==> config.mk <==
export PLATFORM = sky130hd
export DESIGN_NAME = qs_enq
export DESIGN_NICKNAME = d
export VERILOG_FILES = /design/src/rtl/qs_enq.sv
export SDC_FILE = /design/constraint.sdc
export NUM_CORES = 1
export LEC_CHECK = 0
export CORE_ASPECT_RATIO = 0.5
export CORE_MARGIN = 2
export CORE_UTILIZATION = 44
export CTS_CLUSTER_SIZE = 16
export DETAILED_ROUTE_END_ITERATION = 16
export PLACE_DENSITY_LB_ADDON = 0.1
export SLEW_MARGIN = 20
export SYNTH_ARGS = -nofsm -noshare
export SYNTH_HDL_FRONTEND = slang
export SYNTH_SLANG_ARGS = --single-unit
==> constraint.sdc <==
create_clock -name clk -period 2.2 [get_ports clk]
set_clock_uncertainty 0.15 [all_clocks]
set_input_delay 0.22 -clock clk [delete_from_list [all_inputs] [get_ports clk]]
set_output_delay 0.22 -clock clk [all_outputs]
set_load 0.02 [all_outputs]
==> src/rtl/qs_enq.sv <==
// Quicksort ingress stage: loads SOP/EOP-framed words into the owned bank
// and publishes LOADING/LOADED to the bank scoreboard, then rotates banks.
package qs_pkg;
  parameter int W = 32;

  typedef enum logic [2:0] {
    S_FREE    = 3'd0,
    S_READY   = 3'd1,
    S_LOADING = 3'd2,
    S_LOADED  = 3'd3,
    S_SORTING = 3'd4,
    S_DONE    = 3'd5
  } status_t;
endpackage

module qs_enq #(
  parameter int W     = qs_pkg::W,
  parameter int N     = 256,
  parameter int BANKS = 2,
  localparam int AW   = $clog2(N),
  localparam int IDW  = (BANKS > 1) ? $clog2(BANKS) : 1,
  localparam int SW   = 3 + AW + 1
) (
  input  logic           clk,
  input  logic           rst,
  input  logic           in_vld,
  input  logic           in_sop,
  input  logic           in_eop,
  input  logic [W-1:0]   in_dat,
  output logic           in_rdy_r,
  output logic [IDW-1:0] bank_idx_r,
  input  logic [SW-1:0]  bank_in_r,
  output logic           bank_out_vld_r,
  output logic [SW-1:0]  bank_out_r,
  output logic           wr_en_r,
  output logic [AW-1:0]  wr_addr_r,
  output logic [W-1:0]   wr_data_r
);
  import qs_pkg::*;

  typedef struct packed {
    logic [2:0]    status;
    logic [AW-1:0] n;
    logic          err;
  } bank_state_t;

  typedef enum logic [1:0] {
    IDLE,
    LOAD,
    COMMIT
  } state_t;

  state_t        state, state_n;
  logic [AW-1:0] addr, addr_n, addr_inc;
  logic          err, err_n;
  logic          acc, ovf;
  logic          rdy_n, we_n, sv_n;
  logic [AW-1:0] wa_n;
  logic [W-1:0]  wd_n;
  logic [IDW-1:0] idx_n;
  bank_state_t   bin, so_n;

  assign bin      = bank_state_t'(bank_in_r);
  assign acc      = in_vld & in_rdy_r;
  assign addr_inc = addr + AW'(1);

  // next-state, write and scoreboard decisions for this beat
  always_comb begin
    state_n = state;
    rdy_n   = in_rdy_r;
    addr_n  = addr;
    err_n   = err;
    ovf     = 1'b0;
    we_n    = 1'b0;
    wa_n    = wr_addr_r;
    wd_n    = wr_data_r;
    sv_n    = 1'b0;
    so_n    = bank_state_t'(bank_out_r);
    idx_n   = bank_idx_r;
    unique case (state)
      IDLE: begin
        rdy_n = (bin.status == S_READY);
        if (acc && in_sop) begin
          addr_n   = '0;
          err_n    = 1'b0;
          we_n     = 1'b1;
          wa_n     = '0;
          wd_n     = in_dat;
          sv_n     = 1'b1;
          so_n     = bin;
          so_n.n   = '0;
          so_n.err = 1'b0;
          if (in_eop) begin
            so_n.status = S_LOADED;
            state_n     = COMMIT;
            rdy_n       = 1'b0;
          end else begin
            so_n.status = S_LOADING;
            state_n     = LOAD;
            rdy_n       = 1'b1;
          end
        end
      end
      LOAD: begin
        rdy_n = 1'b1;
        if (acc) begin
          ovf   = (addr == AW'(N - 1));
          err_n = err | ovf | in_sop;
          if (!ovf) begin
            addr_n = addr_inc;
            we_n   = 1'b1;
            wa_n   = addr_inc;
            wd_n   = in_dat;
          end
          if (in_eop) begin
            sv_n        = 1'b1;
            so_n        = bin;
            so_n.status = S_LOADED;
            so_n.n      = addr_n;
            so_n.err    = err_n;
            state_n     = COMMIT;
            rdy_n       = 1'b0;
          end
        end
      end
      COMMIT: begin
        rdy_n   = 1'b0;
        state_n = IDLE;
        if (bank_idx_r == IDW'(BANKS - 1)) begin
          idx_n = '0;
        end else begin
          idx_n = bank_idx_r + IDW'(1);
        end
      end
      default: begin
        state_n = IDLE;
        rdy_n   = 1'b0;
      end
    endcase
  end

  // state and registered outputs
  always_ff @(posedge clk or posedge rst) begin
    if (rst) begin
      state          <= IDLE;
      addr           <= '0;
      err            <= 1'b0;
      in_rdy_r       <= 1'b0;
      bank_idx_r     <= '0;
      bank_out_vld_r <= 1'b0;
      bank_out_r     <= '0;
      wr_en_r        <= 1'b0;
      wr_addr_r      <= '0;
      wr_data_r      <= '0;
    end else begin
      state          <= state_n;
      addr           <= addr_n;
      err            <= err_n;
      in_rdy_r       <= rdy_n;
      bank_idx_r     <= idx_n;
      bank_out_vld_r <= sv_n;
      bank_out_r     <= so_n;
      wr_en_r        <= we_n;
      wr_addr_r      <= wa_n;
      wr_data_r      <= wd_n;
    end
  end
endmodule

# After elaboration in Yosys (flattened, before gate mapping)
# Index checks and enable logic that the tools add are counted.
# Widths: inputs -> output; s select.
word_totals:
  reg_bits: 67
  out_inout_bits: 56
classes:
  n_addsub: 2
  eq_ne: 8
  mux: 36
  bitwise_logic: 3
  n_reduce_logical: 7
ops:
  columns: ["operator", "n"]
  rows:
  - ["$mux 32", 3]
  - ["$pmux 32 s2", 1]
  - ["$mux 8", 5]
  - ["$mux 12", 3]
  - ["$pmux 8 s2", 2]
  - ["$pmux 12 s2", 1]
  - ["$mux 1", 12]
  - ["$add 8x1->8 const B", 1]
  - ["$eq 8x8->1 const B", 1]
  - ["$mux 2", 4]
  - ["$ne 2x2->1 const B", 4]
  - ["$pmux 1 s2", 4]
  - ["$reduce_and 4->1", 2]
  - ["$reduce_and 3->1", 2]
  - ["$pmux 2 s2", 1]
  - ["$eq 3x1->1 const B", 1]
  - ["$eq 2x1->1 const B", 1]
  - ["$eq 2x2->1 const B", 1]
  - ["$logic_not 2->1", 1]
  - ["$or 1x1->1", 2]
  - ["$reduce_bool 2->1", 1]
  - ["$add 1x1->1 const B", 1]
  - ["$and 1x1->1", 1]
  - ["$logic_and 1x1->1", 1]

# Longest topological paths before layout
logic_depth:
  ltp_word: 6
  depth_mapped: 7
  depth_no_buf: 6

# Worst setup path before layout
# OpenSTA, ideal clock, no wires.
synth_timing:
  kind: "flip-flop to flip-flop"
  startpoint: "register state[1]"
  endpoint: "register wr_addr_r[3]"
  setup_time_ns: 0.125
  arrival_time_ns: 1.702
  required_time_ns: 1.925
  path_slack_ns: 0.222
  stages_incl_launch_ff: 8
  n_path_buf: 2
  synth_period_minus_slack_ns: 1.978
  cell_sequence: "dfrtp_1 > nand2b_1 > buf_6 > or3_4 > nand2_4 > inv_6 > buf_12 > mux2_4"
synth_via:
  elab_chain_cells: 3
  elab_cells_between_ends: 8
  classes_between: "eq/ne: 4; mux: 1; reduce/logical: 3"
synth_lines:
  columns: ["element", "line_no", "rtl"]
  rows:
  - ["start: declaration", "53", "state_t state, state_n;"]
  - ["start signal: assignment", "156", "state <= state_n;"]
  - ["$eq 2x1->1 / $logic_not 2->1 (equally long branches)", "80", "unique case (state)"]
  - ["$ne 2x2->1 (no line) / $reduce_bool 2->1 (equally long branches)", null, null]
  - ["$reduce_and 4->1 (no line)", null, null]
  - ["end signal: assignment", "164", "wr_addr_r <= wa_n;"]
  - ["end: declaration", "36", "output logic [AW-1:0] wr_addr_r,"]
# Several ways; a longest one is shown, not always the timed one.
# A chain may end at the register's enable or synchronous reset.

# Final worst setup path
layout_timing:
  startpoint: "register addr[3]"
  endpoint: "register wr_data_r[9]"
layout_via:
  elab_chain_cells: 3
layout_lines:
  columns: ["element", "line_no", "rtl"]
  rows:
  - ["start: declaration", "54", "logic [AW-1:0] addr, addr_n, addr_inc;"]
  - ["start signal: assignment", "157", "addr <= addr_n;"]
  - ["$eq 8x8->1", "107", "ovf = (addr == AW'(N - 1));"]
  - ["$ne 2x2->1 (no line)", null, null]
  - ["$reduce_and 4->1 (no line)", null, null]
  - ["end signal: assignment", "165", "wr_data_r <= wd_n;"]
  - ["end: declaration", "37", "output logic [W-1:0] wr_data_r"]
# No other way between the ends.

==> flow_metrics.env <==
export IMPL_worstMarginPinSlew_ns=0.512
export IMPL_setup_viol=0
export IMPL_synth_cells=209
export IMPL_crit_chain="nand4_1 -> or3_4 -> nand2_4 -> inv_6 -> mux2_4"
export IMPL_finalCritPeriodShare=0.918
export IMPL_fmax_ghz=0.495
export IMPL_synth_area_leaders="dfrtp_1 (58%), mux2_4 (17%), buf_12 (2.1%), mux2i_1 (2.1%), o21ai_0 (1.7%)"
export IMPL_row_count=20
export IMPL_finalHoldViolCount=0
export IMPL_min_path_type="in -> async"
export IMPL_initial_core_util=0.463
export IMPL_placed_cell_area_sq_um=3910
export IMPL_grt_pass1_wl_mm=10.1
export IMPL_p_per_area_nw_per_um2=1520
export IMPL_ant_nets=0
export IMPL_synth_nets=259
export IMPL_cellLeakagePower_uw=0.00184
export IMPL_groute_usage_overall=0.184
export IMPL_critical_path_top_delay_family="simple AND/OR/NAND/NOR gates"
export IMPL_root_buffer="clkbuf_16"
export IMPL_io_pins=105
export IMPL_design_area_sq_um=4220
export IMPL_areaGrowthSynthToFinish_pct=47.4
export IMPL_crit_buf_inv=1
export IMPL_crit_fanout=42
export IMPL_cts_sinks=66
export IMPL_start_kind="flip-flop"
export IMPL_core_sq_um=6180
export IMPL_numCtsBuffers=9
export IMPL_timing_slew_headroom=0.659
export IMPL_synthFlopType="dfrtp_1"
export IMPL_r2r_slack_ns=0.18
export IMPL_yosysTopAreaCellShare=0.577
export IMPL_n_antenna_cell=0
export IMPL_routabilityCongestion=0.729
export IMPL_drtPass1Iterations=4
export IMPL_ys_seq_area_frac=0.577
export IMPL_clkTransAtPathRegs_ns=0.05
export IMPL_dieArea_sq_um=7200
export IMPL_cts_hold_buf=0
export IMPL_ys_seq_elements=66
export IMPL_via_count=2030
export IMPL_peakVddDrop_v=0.000664
export IMPL_avgSynthCellArea_sq_um=13.7
export IMPL_outcome="complete, no violations"
export IMPL_post_cts_setup_buffers=0
export IMPL_cp_slowest_stage_delay_ns=0.46
export IMPL_cap_violations=0
export IMPL_die_h_microns=61.0
export IMPL_grt_antenna_before_repair=0
export IMPL_portBuffers=94
export IMPL_die_x_microns=118
export IMPL_cts_buffer_depth=2
export IMPL_cp_startpoint="addr[3]$_DFFE_PP0P_"
export IMPL_via_per_inst=4.95
export IMPL_drc=0
export IMPL_slew_violations=0
export IMPL_critical_path_reg2reg_startpoint="addr[3]$_DFFE_PP0P_"
export IMPL_finalCriticalPeriod_ns=2.02
export IMPL_clkLatencyLatePin_ns=0.32
export IMPL_async_flop_share=1.00
export IMPL_avgRoutedWirePerCell_microns=15.0
export IMPL_crit_type="reg -> reg"
export IMPL_cts_resized=0
export IMPL_required_ns=2.25
export IMPL_cp_data_arrival_time_ns=2.07
export IMPL_synthesis_area_sq_um=2860
export IMPL_synth_edf_count=0
export IMPL_synth_largest_area_cell="dfrtp_1"
export IMPL_rsz0062_at_grt="no"
export IMPL_drtIter0Drc=77
export IMPL_cts_tree="done"
export IMPL_dp_final_hpwl_mm=4.20
export IMPL_drt_total_wl_mm=6.16
export IMPL_yosysUniqueCellTypes=40
export IMPL_h_tree_depth=3
export IMPL_grt_pass1_vias=2137
export IMPL_grt_overflow=0
export IMPL_tns_ns=0
export IMPL_yosysWarnings=0
export IMPL_crit_slowest_cell="dfrtp_1"
export IMPL_drive_above_1_share=0.202
export IMPL_grt_max_degree=67
export IMPL_end_kind="flip-flop"
export IMPL_fin_nets=367
export IMPL_fillers=463
Yosys cell counts (3+ instances only):
library cell,n
dfrtp_1,66
mux2_4,32
nor2_1,10
o21ai_0,10
a21oi_1,9
nand2_1,9
inv_1,7
nor3_1,7
mux2i_1,6
o21a_1,5
nand3_1,4
xor2_1,4
a21o_1,3
buf_12,3
area by class of cell:
cell class	instances	area, sq um	area share
timing repair buffer	105	1040	0.246
clock inverter	4	50.0	0.0119
inverter	9	38.8	0.00920
sequential	66	1650	0.392
clock buffer	12	256	0.0608
multi-input combinational	126	1070	0.254
tap	88	110	0.0261
worst paths after layout:
check	endpoint	depth (start not counted)
hold / removal	wr_data_r[24]$_DFFE_PP0P_	3
setup reg to reg	wr_data_r[9]$_DFFE_PP0P_	5
min in group clk	bank_out_r[10]$_DFFE_PP0P_	1
max in group asynchronous	bank_out_r[6]$_DFFE_PP0P_	3
setup / recovery	wr_data_r[9]$_DFFE_PP0P_	5
hold reg to reg	bank_out_r[10]$_DFFE_PP0P_	1
where the power goes:
group	switching (uW)	internal, uW
Clock	492	936
Sequential	363	1760
Combinational	1290	1580
routing by layer:
layer | track usage | up-vias | wire, microns
li1 | - | 947 | -
met1 | 0.224 | 994 | 2770
met2 | 0.312 | 78 | 2910
met3 | 0.0620 | 11 | 387
met4 | 0.0775 | 0 | 97
met5 | 0 | - | 0
state kept, by name, indices dropped and copies added (netlist names):
signal          cells
wr_en_r             1
bank_out_r         11
bank_out_vld_r      1
wr_data_r          32
addr                8
wr_addr_r           8
in_rdy_r            1
err                 1
bank_idx_r          1
state               2
cell families after synthesis:
logic type	share of synthesized area
xor+xnor	0.0153
other cells	0.00131
flops	0.577
compound gates	0.0796
buf+inv	0.0477
simple gates	0.0774
fa+ha+maj	0.00437
mux	0.197
worst register-to-register path, stage by stage, from the launching register on:
cell and delay [ns]:
dfrtp_1 0.46, nand4_1 0.20, or3_4 0.44, nand2_4 0.10
inv_6 0.17, mux2_4 0.37
layout by cell type, fill, tap and decap left out, types with 2 or more instances in the layout:
| cell type | n |
|---|---|
| buf_4 | 10 |
| o22a_1 | 2 |
| a21oi_1 | 9 |
| dfrtp_1 | 66 |
| clkbuf_16 | 9 |
| o21ai_0 | 10 |
| a22o_1 | 2 |
| o21a_1 | 5 |
| mux2_2 | 2 |
| clkbuf_8 | 2 |
| o211ai_1 | 2 |
| nor2_1 | 10 |
| mux2_4 | 32 |
| clkdlybuf4s50_1 | 94 |
| nand2_1 | 9 |
| nand3_1 | 4 |
| nor3_1 | 7 |
| clkinvlp_4 | 2 |
| nand2b_1 | 2 |
| xor2_1 | 4 |
| mux2i_1 | 6 |
| inv_1 | 6 |
| or3_1 | 2 |
| a21o_1 | 3 |
per-stage QoR:
stage	instances	util	hold WS [ns]	total power [uW]	worst slack (ns)
final	410	0.682	0.146	6420	0.180
after global routing	410	0.682	0.187	6770	0.0826
after CTS	410	0.682	0.159	6490	0.178
after detailed placement	394	0.632	0.310	5020	-0.0403
after global placement	394	0.632	0.302	4940	-0.0511
after floorplan	209	-	0.218	3800	0.175
Note: power is estimated with default switching activity, not from simulation.
